--- config.mk ---
export PLATFORM = sky130hd
export DESIGN_NAME = burst_reader
export DESIGN_NICKNAME = d
export VERILOG_FILES = /design/src/rtl/burst_reader.sv
export SDC_FILE = /design/constraint.sdc
export NUM_CORES = 1
export LEC_CHECK = 0
export CELL_PAD_IN_SITES_DETAIL_PLACEMENT = 0
export CELL_PAD_IN_SITES_GLOBAL_PLACEMENT = 1
export CORE_MARGIN = 2
export CORE_UTILIZATION = 34
export DETAILED_ROUTE_END_ITERATION = 8
export GPL_ROUTABILITY_DRIVEN = 0
export HOLD_SLACK_MARGIN = 0.05
export PLACE_DENSITY = 0.74
export SLEW_MARGIN = 25
export SYNTH_ARGS = -nofsm -noshare
export SYNTH_HDL_FRONTEND = slang
export SYNTH_SLANG_ARGS = --single-unit
export TNS_END_PERCENT = 20
--- constraint.sdc ---
create_clock -name clock -period 4.35 [get_ports clock]
set_input_delay 0.87 -clock clock [delete_from_list [all_inputs] [get_ports clock]]
set_output_delay 0.87 -clock clock [all_outputs]
set_load 0.02 [all_outputs]
--- src/rtl/burst_reader.sv ---
// Burst read master: requests the bus, issues one begin cycle, then collects responder words.
// Optional receive-idle timeout enabled by defining BURST_READER_TIMEOUT_EN.
module burst_reader (
  input  logic        clock,
  input  logic        reset,
  input  logic        startIn,
  input  logic [31:0] addressIn,
  input  logic [7:0]  burstSizeIn,
  output logic        busyOut,
  output logic [31:0] dataOut,
  output logic        dataValidOut,
  output logic        doneOut,
  output logic        errorOut,
  output logic        busRequestOut,
  input  logic        busGrantIn,
  output logic [31:0] addressDataOut,
  output logic        beginTransactionOut,
  output logic        readNotWriteOut,
  output logic [3:0]  byteEnablesOut,
  output logic [7:0]  burstSizeOut,
  output logic        endTransactionOut,
  input  logic [31:0] addressDataIn,
  input  logic        dataValidIn,
  input  logic        endTransactionIn,
  input  logic        busErrorIn
);

  typedef enum logic [2:0] {
    S_IDLE      = 3'd0,
    S_REQUEST   = 3'd1,
    S_BEGIN     = 3'd2,
    S_RECEIVE   = 3'd3,
    S_TERMINATE = 3'd4,
    S_FINISH    = 3'd5
  } state_t;

  state_t      state_r;
  state_t      nextState_s;
  logic [31:0] addr_r;
  logic [7:0]  burstSize_r;
  logic [8:0]  wordCount_r;
  logic [8:0]  wordCountNext_s;
  logic [8:0]  burstWords_s;
  logic        acceptWord_s;
  logic        complete_s;
  logic        beginNext_s;
`ifdef BURST_READER_TIMEOUT_EN
  logic [7:0]  idleCount_r;
`endif

  assign burstWords_s    = {1'b0, burstSize_r} + 9'd1;
  assign wordCountNext_s = acceptWord_s ? (wordCount_r + 9'd1) : wordCount_r;
  assign complete_s      = (wordCountNext_s == burstWords_s);
  assign beginNext_s     = (nextState_s == S_BEGIN);

  // Next-state logic; a bus error wins over end, and an end still takes a same-cycle word.
  always_comb begin
    nextState_s  = state_r;
    acceptWord_s = 1'b0;
    case (state_r)
      S_IDLE: begin
        if (startIn) nextState_s = S_REQUEST;
        else         nextState_s = S_IDLE;
      end
      S_REQUEST: begin
        if (busGrantIn) nextState_s = S_BEGIN;
        else            nextState_s = S_REQUEST;
      end
      S_BEGIN: nextState_s = S_RECEIVE;
      S_RECEIVE: begin
        if (busErrorIn) begin
          nextState_s = S_TERMINATE;
        end else begin
          acceptWord_s = dataValidIn && (wordCount_r < burstWords_s);
          if (endTransactionIn) begin
            nextState_s = S_FINISH;
`ifdef BURST_READER_TIMEOUT_EN
          end else if (!dataValidIn && (idleCount_r == 8'd254)) begin
            nextState_s = S_TERMINATE;
`endif
          end else begin
            nextState_s = S_RECEIVE;
          end
        end
      end
      S_TERMINATE: nextState_s = S_IDLE;
      S_FINISH:    nextState_s = S_IDLE;
      default:     nextState_s = S_IDLE;
    endcase
  end

  // State register.
  always_ff @(posedge clock or posedge reset) begin
    if (reset) state_r <= S_IDLE;
    else       state_r <= nextState_s;
  end

  // Request latches, word counter and all registered outputs (decoded from the next state).
  always_ff @(posedge clock or posedge reset) begin
    if (reset) begin
      addr_r              <= 32'd0;
      burstSize_r         <= 8'd0;
      wordCount_r         <= 9'd0;
      busyOut             <= 1'b0;
      dataOut             <= 32'd0;
      dataValidOut        <= 1'b0;
      doneOut             <= 1'b0;
      errorOut            <= 1'b0;
      busRequestOut       <= 1'b0;
      addressDataOut      <= 32'd0;
      beginTransactionOut <= 1'b0;
      readNotWriteOut     <= 1'b0;
      byteEnablesOut      <= 4'h0;
      burstSizeOut        <= 8'd0;
      endTransactionOut   <= 1'b0;
    end else begin
      if ((state_r == S_IDLE) && startIn) begin
        addr_r      <= addressIn;
        burstSize_r <= burstSizeIn;
      end
      wordCount_r <= (state_r == S_IDLE) ? 9'd0 : wordCountNext_s;
      if (acceptWord_s) dataOut <= addressDataIn;
      dataValidOut        <= acceptWord_s;
      busyOut             <= (nextState_s != S_IDLE);
      busRequestOut       <= (nextState_s == S_REQUEST) || (nextState_s == S_BEGIN) ||
                             (nextState_s == S_RECEIVE) || (nextState_s == S_TERMINATE);
      doneOut             <= (nextState_s == S_FINISH) && complete_s;
      errorOut            <= (nextState_s == S_TERMINATE) ||
                             ((nextState_s == S_FINISH) && !complete_s);
      endTransactionOut   <= (nextState_s == S_TERMINATE);
      beginTransactionOut <= beginNext_s;
      readNotWriteOut     <= beginNext_s;
      addressDataOut      <= beginNext_s ? addr_r : 32'd0;
      byteEnablesOut      <= beginNext_s ? 4'hF : 4'h0;
      burstSizeOut        <= beginNext_s ? burstSize_r : 8'd0;
    end
  end

`ifdef BURST_READER_TIMEOUT_EN
  // Receive idle counter; the cycle it would reach 255 the FSM heads to TERMINATE.
  always_ff @(posedge clock or posedge reset) begin
    if (reset) idleCount_r <= 8'd0;
    else       idleCount_r <= ((state_r == S_RECEIVE) && !dataValidIn) ? (idleCount_r + 8'd1) : 8'd0;
  end
`endif

endmodule

==> results of run 1 <==
[report_power, final]
part | total, mW | switching [mW] | internal, mW
clock network | 1.55 | 0.526 | 1.03
registers | 1.94 | 0.249 | 1.69
logic | 2.03 | 0.934 | 1.09
total | 5.52 | 1.71 | 3.81
[area by class of cell]
class	count	area share
Inverter	5	0.00287
Tap cell	211	0.0337
Multi-Input combinational cell	220	0.248
Timing Repair Buffer	167	0.213
Clock buffer	22	0.0618
Clock inverter	10	0.0217
Sequential cell	131	0.418
[cells in the final DEF (no fill, tap or decap), types with 2 or more instances in the layout]
cell / count
nor2_1: 16
nand3_1: 6
and4_1: 3
inv_6: 2
and2_1: 41
o211ai_1: 2
xor2_1: 8
mux2_2: 71
nor3_1: 2
bufinv_16: 4
inv_1: 3
clkdlybuf4s50_1: 162
clkbuf_16: 17
clkbuf_8: 4
and3_1: 3
nand2_1: 6
buf_4: 4
clkinvlp_4: 3
clkinv_4: 2
o21ai_0: 4
ha_1: 10
xnor2_1: 13
nor4_2: 2
a211oi_1: 2
a21oi_1: 4
xnor3_1: 5
nand4_1: 4
nor4_1: 2
dfrtp_1: 131
[stage by stage]
| stage | power (mW) | cells | area [um^2] | util | hold WS, ns |
|---|---|---|---|---|---|
| finish | 5.52 | 766 | 7830 | 0.513 | 0.471 |
| global route | 5.85 | 766 | 7830 | 0.513 | 0.497 |
| CTS | 5.60 | 766 | 7830 | 0.513 | 0.473 |
| detailed placement | 4.02 | 734 | 7180 | 0.470 | 0.460 |
| global placement | 3.97 | 734 | 7180 | 0.470 | 0.457 |
| floorplan | 3.15 | 374 | 5310 | - | 0.449 |
[worst max-delay path: stages (launching register included)]
cell and delay [ns]:
dfrtp_1 0.48, ha_1 0.33, nand4_1 0.14, xor2_1 0.28, ha_1 0.30, a211oi_1 0.32
o211ai_2 0.21, nor4b_1 0.61, xnor2_1 0.20, or4b_1 0.49, nor4_1 0.35
[metal layers]
metal	vias to the layer above	wire length, um	part of all wire
met5	-	0	0
met4	0	121	0.010
met3	13	1120	0.096
met2	127	5610	0.48
met1	1734	4780	0.41
li1	1625	-	-
[synthesized netlist by cell type (2+ instances only)]
cell	instances
a211oi_1	2
a21oi_1	4
and2_1	42
and3_1	3
and4_1	3
buf_1	3
buf_4	5
clkbuf_1	9
dfrtp_1	131
ha_1	10
inv_1	4
mux2_2	71
nand2_1	6
nand3_1	6
nand4_1	4
nor2_1	16
nor3_1	2
nor4_1	2
nor4_2	2
o211ai_1	2
o21ai_0	4
xnor2_1	13
xnor3_1	5
xor2_1	8
[registers in the layout (all words and copies together), names as in the netlist, 3 cells and up]
register,cells
dataOut,32
wordCount_r,9
addr_r,32
burstSizeOut,8
state_r,3
burstSize_r,8
addressDataOut,32
[logic make-up (layout without fill, tap and decap cells)]
family | Yosys count | count (layout) | synth area share
buf+inv | 23 | 204 | 0.0200
simple gates | 93 | 93 | 0.104
fa+ha+maj | 10 | 10 | 0.0236
flops | 131 | 131 | 0.617
mux | 72 | 72 | 0.152
xor+xnor | 26 | 26 | 0.0558
compound gates | 19 | 19 | 0.0271
[worst paths after layout]
path	end	cells after the start	startpoint
worst min register to register	addressDataOut[19]$_DFF_PP0_	1	addr_r[19]$_DFFE_PP0P_
min in group asynchronous	addressDataOut[19]$_DFF_PP0_	3	reset
max in group asynchronous	addressDataOut[1]$_DFF_PP0_	3	reset
worst max register to register	doneOut$_DFF_PP0_	10	burstSize_r[0]$_DFFE_PP0P_
worst max-delay path	doneOut$_DFF_PP0_	10	burstSize_r[0]$_DFFE_PP0P_
worst min-delay path	addressDataOut[19]$_DFF_PP0_	1	addr_r[19]$_DFFE_PP0P_
==> PnR_summary.wiki, run 1 <==
{| class="wikitable"
! Metric !! Value
|-
| H-tree depth || 4
|-
| Number of synthesized flops with an enable pin || 0
|-
| Type of the setup path with the least slack || flop to flop
|-
| Met1 Usage GRT || 0.167
|-
| # setup viols final || 0
|-
| GRT overflow || 0
|-
| Setup slack after placement || 0.601 ns
|-
| GRT met2 Usage || 0.241
|-
| Min-delay worst type || flop to flop
|-
| DR vias || 3499
|-
| Number of iterations in the first detailed-routing pass || 4
|-
| HPWL after detailed placement || 8120 um
|-
| Initial Utilization || 0.348
|-
| DRT Wirelength || 11600 um
|-
| Total I/O pin count || 163
|-
| Gate Count Post-Synth || 374
|-
| Post-route DRC || 0
|-
| Number of endpoints with negative hold slack in the final report || 0
|-
| Unrepaired setup endpoints after global routing || no
|-
| Number of gates resized after CTS || 0
|-
| Final-layout fill cell count || 1334
|-
| Worst-case headroom to the max-slew limit || 0.552
|-
| Netlist cell types || 41
|-
| Die ar. || 0.0166 mm^2
|-
| Transition time of the tightest slew-check pin || 0.663 ns
|-
| Die Ht || 129 um
|-
| Reg2Reg Setup Slack || 0.51 ns
|-
| Max Cap Viol || 0
|-
| Fraction of post-synthesis cell area in the top cell type by area || 0.617
|-
| Number of pins exceeding their max-slew limit in the final report || 0
|-
| Total GRT Usage || 0.146
|-
| PnR worst setup slack || 0.514 ns
|-
| GR Util met3 || 0.0732
|-
| Netlist area before placement || 0.00531 mm^2
|-
| TritonCTS clock tree || built
|-
| Insertion delay of the later-clocked pin in the worst-skew pair || 0.41 ns
|-
| Diodes inserted || 0
|-
| Share of the clock period used by the worst path || 0.882
|-
| Width of the chip || 129 um
|-
| Largest clock skew in the final design || 0.00720 ns
|-
| Antenna violations before repair || 0
|-
| Via density per instance || 4.57
|-
| Share of the yosys chip area belonging to registers || 0.617
|-
| Growth of design area from synthesis to finish || 47.5%
|-
| Number of nets in the final layout || 631
|-
| Critical Path Sink Type || flop
|-
| Pin count of the biggest net entering global routing || 91
|-
| Async set-reset flop share out of synthesis || 1.00
|-
| Highest clock rate || 261 MHz
|-
| Cts-stage hold buffer count || 0
|-
| Most used flip-flop cell after synthesis || dfrtp_1
|-
| Total negative slack || 0 ns
|-
| Rows || 45
|-
| Synth Area per Inst || 14.2 um^2
|-
| Combined area of the multi-input logic cells || 0.00194 mm^2
|-
| Number of buffers created by CTS || 17
|-
| Number of global-route vias before repair || 3702
|-
| Synthesis warning total || 0
|-
| I/O Buffers || 162
|-
| Post-route minimum period || 3.84 ns
|-
| Sequential standard cell area || 0.00328 mm^2
|-
| Top cell type by total area after synthesis || dfrtp_1
|-
| Worst ir drop on vdd || 353 uV
|-
| Wire length of the first global-routing pass || 18400 um
|-
| Top cells by area, synth || dfrtp_1 62%, mux2_2 15%, and2_1 4.9%
|-
| Core Box Area || 0.0153 mm^2
|-
| Routed WL per cell || 15.2 um
|-
| Drt initial violations || 139
|-
| Maximum buffer depth of the clock tree || 2
|-
| Endpoint required time on the critical path || 4.64 ns
|-
| Post-detailed-route count of antenna-violating nets || 0
|-
| Buffers inserted by post-CTS timing repair || 0
|-
| Sinks on Clock Net || 131
|-
| Global route hottest layer || met2
|-
| Status || completed
|-
| Critical-path maximum fanout || 8
|-
| Number of flip-flops and latches in the synthesized netlist || 131
|-
| Power density over the cells || 704 mW/mm^2
|-
| Share of final-layout standard cells stronger than drive strength 1 || 0.213
|-
| Root Buffer Master || clkbuf_16
|-
| CTS clk-pin slew, worst paths || 0.06 ns
|-
| Synthesized Nets || 463
|-
| Leakage power || 3.40 nW
|-
| Critical path launch point type || flop
|-
| CP Data Arrival Time || 4.13 ns
|}
No activity file was read; power rests on OpenSTA's default activity.
==> run 2: changes to the inputs <==
--- a/config.mk
+++ b/config.mk
@@ -5,14 +5,15 @@
 export SDC_FILE = /design/constraint.sdc
 export NUM_CORES = 1
 export LEC_CHECK = 0
+export CAP_MARGIN = 20
 export CELL_PAD_IN_SITES_DETAIL_PLACEMENT = 0
 export CELL_PAD_IN_SITES_GLOBAL_PLACEMENT = 1
 export CORE_MARGIN = 2
-export CORE_UTILIZATION = 34
+export CORE_UTILIZATION = 37
 export DETAILED_ROUTE_END_ITERATION = 8
 export GPL_ROUTABILITY_DRIVEN = 0
 export HOLD_SLACK_MARGIN = 0.05
-export PLACE_DENSITY = 0.74
+export PLACE_DENSITY = 0.76
 export SLEW_MARGIN = 25
 export SYNTH_ARGS = -nofsm -noshare
 export SYNTH_HDL_FRONTEND = slang
==> constraint.sdc (replaced) <==
create_clock -name clock -period 3.7 [get_ports clock]
set_input_delay 0.74 -clock clock [delete_from_list [all_inputs] [get_ports clock]]
set_output_delay 0.74 -clock clock [all_outputs]
set_load 0.02 [all_outputs]
==> run 2 against run 1 <==
  * Die area is 7.9% lower
  * Via count down 1.3%
  * First-iteration DRC count decreased by 54%
  * Clock power rose by 7%
  * Highest routed layer unchanged
==> PnR_summary.wiki, run 2 (synthesis gave the netlist of run 1 again) <==
{| class="wikitable"
! Metric !! Value
|-
| Critical-path maximum fanout || 8 (unchanged)
|-
| Rows || 43 (-4.4%)
|-
| Insertion delay of the later-clocked pin in the worst-skew pair || 0.41 ns (about the same)
|-
| Critical Path Sink Type || flop
|-
| Highest clock rate || 285 MHz (+9.2%)
|-
| Post-route DRC || 0 (unchanged)
|-
| Transition time of the tightest slew-check pin || 0.856 ns (+0.193 ns)
|-
| DR vias || 3455 (-1.3%)
|-
| Share of the clock period used by the worst path || 0.949 (+0.0675)
|-
| Number of buffers created by CTS || 17 (unchanged)
|-
| Maximum buffer depth of the clock tree || 2 (unchanged)
|-
| Number of endpoints with negative hold slack in the final report || 0 (unchanged)
|-
| Wire length of the first global-routing pass || 18400 um (about the same)
|-
| Number of global-route vias before repair || 3812 (+3.0%)
|-
| Number of iterations in the first detailed-routing pass || 4 (unchanged)
|-
| Total GRT Usage || 0.160 (+0.0133)
|-
| HPWL after detailed placement || 8410 um (+3.7%)
|-
| Via density per instance || 4.68 (+2.4%)
|-
| Layout Cell Area excl Fill || 0.00781 mm^2 (-0.27%)
|-
| Endpoint required time on the critical path || 4.00 ns (-0.64 ns)
|-
| Number of nets in the final layout || 635 (+0.63%)
|-
| Setup slack after placement || 0.125 ns (-0.476 ns)
|-
| Leakage power || 3.40 nW (-0.23%)
|-
| Die Ht || 124 um (-4.0%)
|-
| Hold Slack || 0.469 ns (-0.00256 ns)
|-
| Routed WL per cell || 15.8 um (+4.2%)
|-
| Growth of design area from synthesis to finish || 47.1%
|-
| Core Box Area || 0.0139 mm^2 (-8.7%)
|-
| Min-delay worst type || flop to flop
|-
| Final instance count without filler cells || 739 (-3.5%)
|-
| Status || completed
|-
| Die ar. || 0.0153 mm^2 (-7.9%)
|-
| Largest clock skew in the final design || 0.00753 ns (+0.000328 ns)
|-
| Most frequent standard cell in the layout excluding fill and tap cells || clkdlybuf4s50_1
|-
| TritonCTS clock tree || built
|-
| Critical path launch point type || flop
|-
| Antenna violations before repair || 0 (unchanged)
|-
| Power density over the cells || 814 mW/mm^2 (+16%)
|-
| Post-route minimum period || 3.51 ns (-0.324 ns)
|-
| H-tree depth || 4 (unchanged)
|-
| # setup viols final || 0 (unchanged)
|-
| Sinks on Clock Net || 131 (unchanged)
|-
| GRT overflow || 0 (unchanged)
|-
| Max Cap Viol || 0 (unchanged)
|-
| Pin count of the biggest net entering global routing || 49 (-46%)
|-
| Initial Utilization || 0.381 (+0.0331)
|-
| Largest registers || addr_r: 32 flops, addressDataOut: 32 flops, dataOut: 32 flops
|-
| Type of the setup path with the least slack || flop to flop
|-
| I/O Buffers || 162 (unchanged)
|-
| Drt initial violations || 64 (-54%)
|-
| Final core area utilization || 0.561 (+0.0472)
|-
| Dpl cells || 707 (-3.7%)
|-
| Most used cells in the layout excluding fill and tap cells || 162 x clkdlybuf4s50_1, 131 x dfrtp_1, 71 x mux2_2
|-
| Width of the chip || 124 um (-4.0%)
|-
| Diodes inserted || 0 (unchanged)
|-
| Total I/O pin count || 163 (unchanged)
|-
| Post-detailed-route count of antenna-violating nets || 0 (unchanged)
|-
| Share of final-layout standard cells stronger than drive strength 1 || 0.222 (+0.00921)
|-
| Worst ir drop on vdd || 416 uV (+18%)
|-
| CP Data Arrival Time || 3.81 ns (-0.32 ns)
|-
| PnR worst setup slack || 0.188 ns (-0.326 ns)
|-
| Worst-case headroom to the max-slew limit || 0.428 (-0.124)
|-
| CTS clk-pin slew, worst paths || 0.06 ns (about the same)
|-
| DRT Wirelength || 11700 um (+0.51%)
|-
| Root Buffer Master || clkbuf_16
|-
| DP Area || 0.00718 mm^2 (about the same)
|-
| Number of pins exceeding their max-slew limit in the final report || 0 (unchanged)
|}
-- run 2: changes by cell type in the layout (fill, tap and decap cells not counted), sizes merged --
| cell | previous run | this run |
|---|---|---|
| clkinvlp | 3 | 5 |
| clkinv | 2 | 3 |
| bufinv | 4 | 2 |
| clkbuf | 22 | 21 |
| buf | 5 | 9 |
-- run 2: final cells by class --
type	instances	area, um^2
fill	1145	6120
sequential	131	3280
multi-input combinational	220	1980
timing repair buffer	171	1710
clock buffer	21	470
tap	180	225
clock inverter	11	126
inverter	5	22.5
-- run 2: worst paths after layout --
kind,from,end,slack (ns),cells past startpoint
max in group asynchronous,reset,doneOut$_DFF_PP0_,2.15,3
max reg2reg,burstSize_r[0]$_DFFE_PP0P_,errorOut$_DFF_PP0_,0.19,10
max,burstSize_r[0]$_DFFE_PP0P_,errorOut$_DFF_PP0_,0.19,10
min reg2reg,addr_r[11]$_DFFE_PP0P_,addressDataOut[11]$_DFF_PP0_,0.47,1
min in group asynchronous,reset,burstSizeOut[5]$_DFF_PP0_,0.85,2
min,addr_r[11]$_DFFE_PP0P_,addressDataOut[11]$_DFF_PP0_,0.47,1
-- run 2: timing repair --
item | in CTS | in global routing
endpoints found under the setup margin | 0 | 2
buffers inserted | 0 | 0
hold buffers | 0 | 0
resized for setup | 0 | 5
-- run 2: per-layer routing --
| metal | share of wire | up-vias | GRT usage |
|---|---|---|---|
| li1 | - | 1634 | - |
| met4 | 0.018 | 0 | 0.0632 |
| met3 | 0.10 | 18 | 0.0852 |
| met1 | 0.38 | 1688 | 0.166 |
| met5 | 0 | - | 0 |
| met2 | 0.50 | 115 | 0.270 |
-- run 2: power by group --
part	switching (mW)	internal (mW)
logic	1.12	1.30
registers	0.299	1.98
clock network	0.613	1.05
-- run 2: per-stage QoR --
stage | setup TNS, ns | power, mW
6_report | 0 | 6.36
5_1_grt | -0.00321 | 6.74
4_1_cts | 0 | 6.44
3_5_place_dp | 0 | 4.75
3_3_place_gp | 0 | 4.68
2_1_floorplan | 0 | 3.70
-- run 2: worst max-delay path, cell delays in order, from the launching register on --
cell and delay (ns):
dfrtp_1 0.46, ha_1 0.26, nand4_1 0.11, xor2_1 0.29
ha_1 0.31, a211oi_1 0.29, o211ai_2 0.24, nor4b_2 0.46
xnor2_1 0.17, or4b_1 0.48, o31a_1 0.31
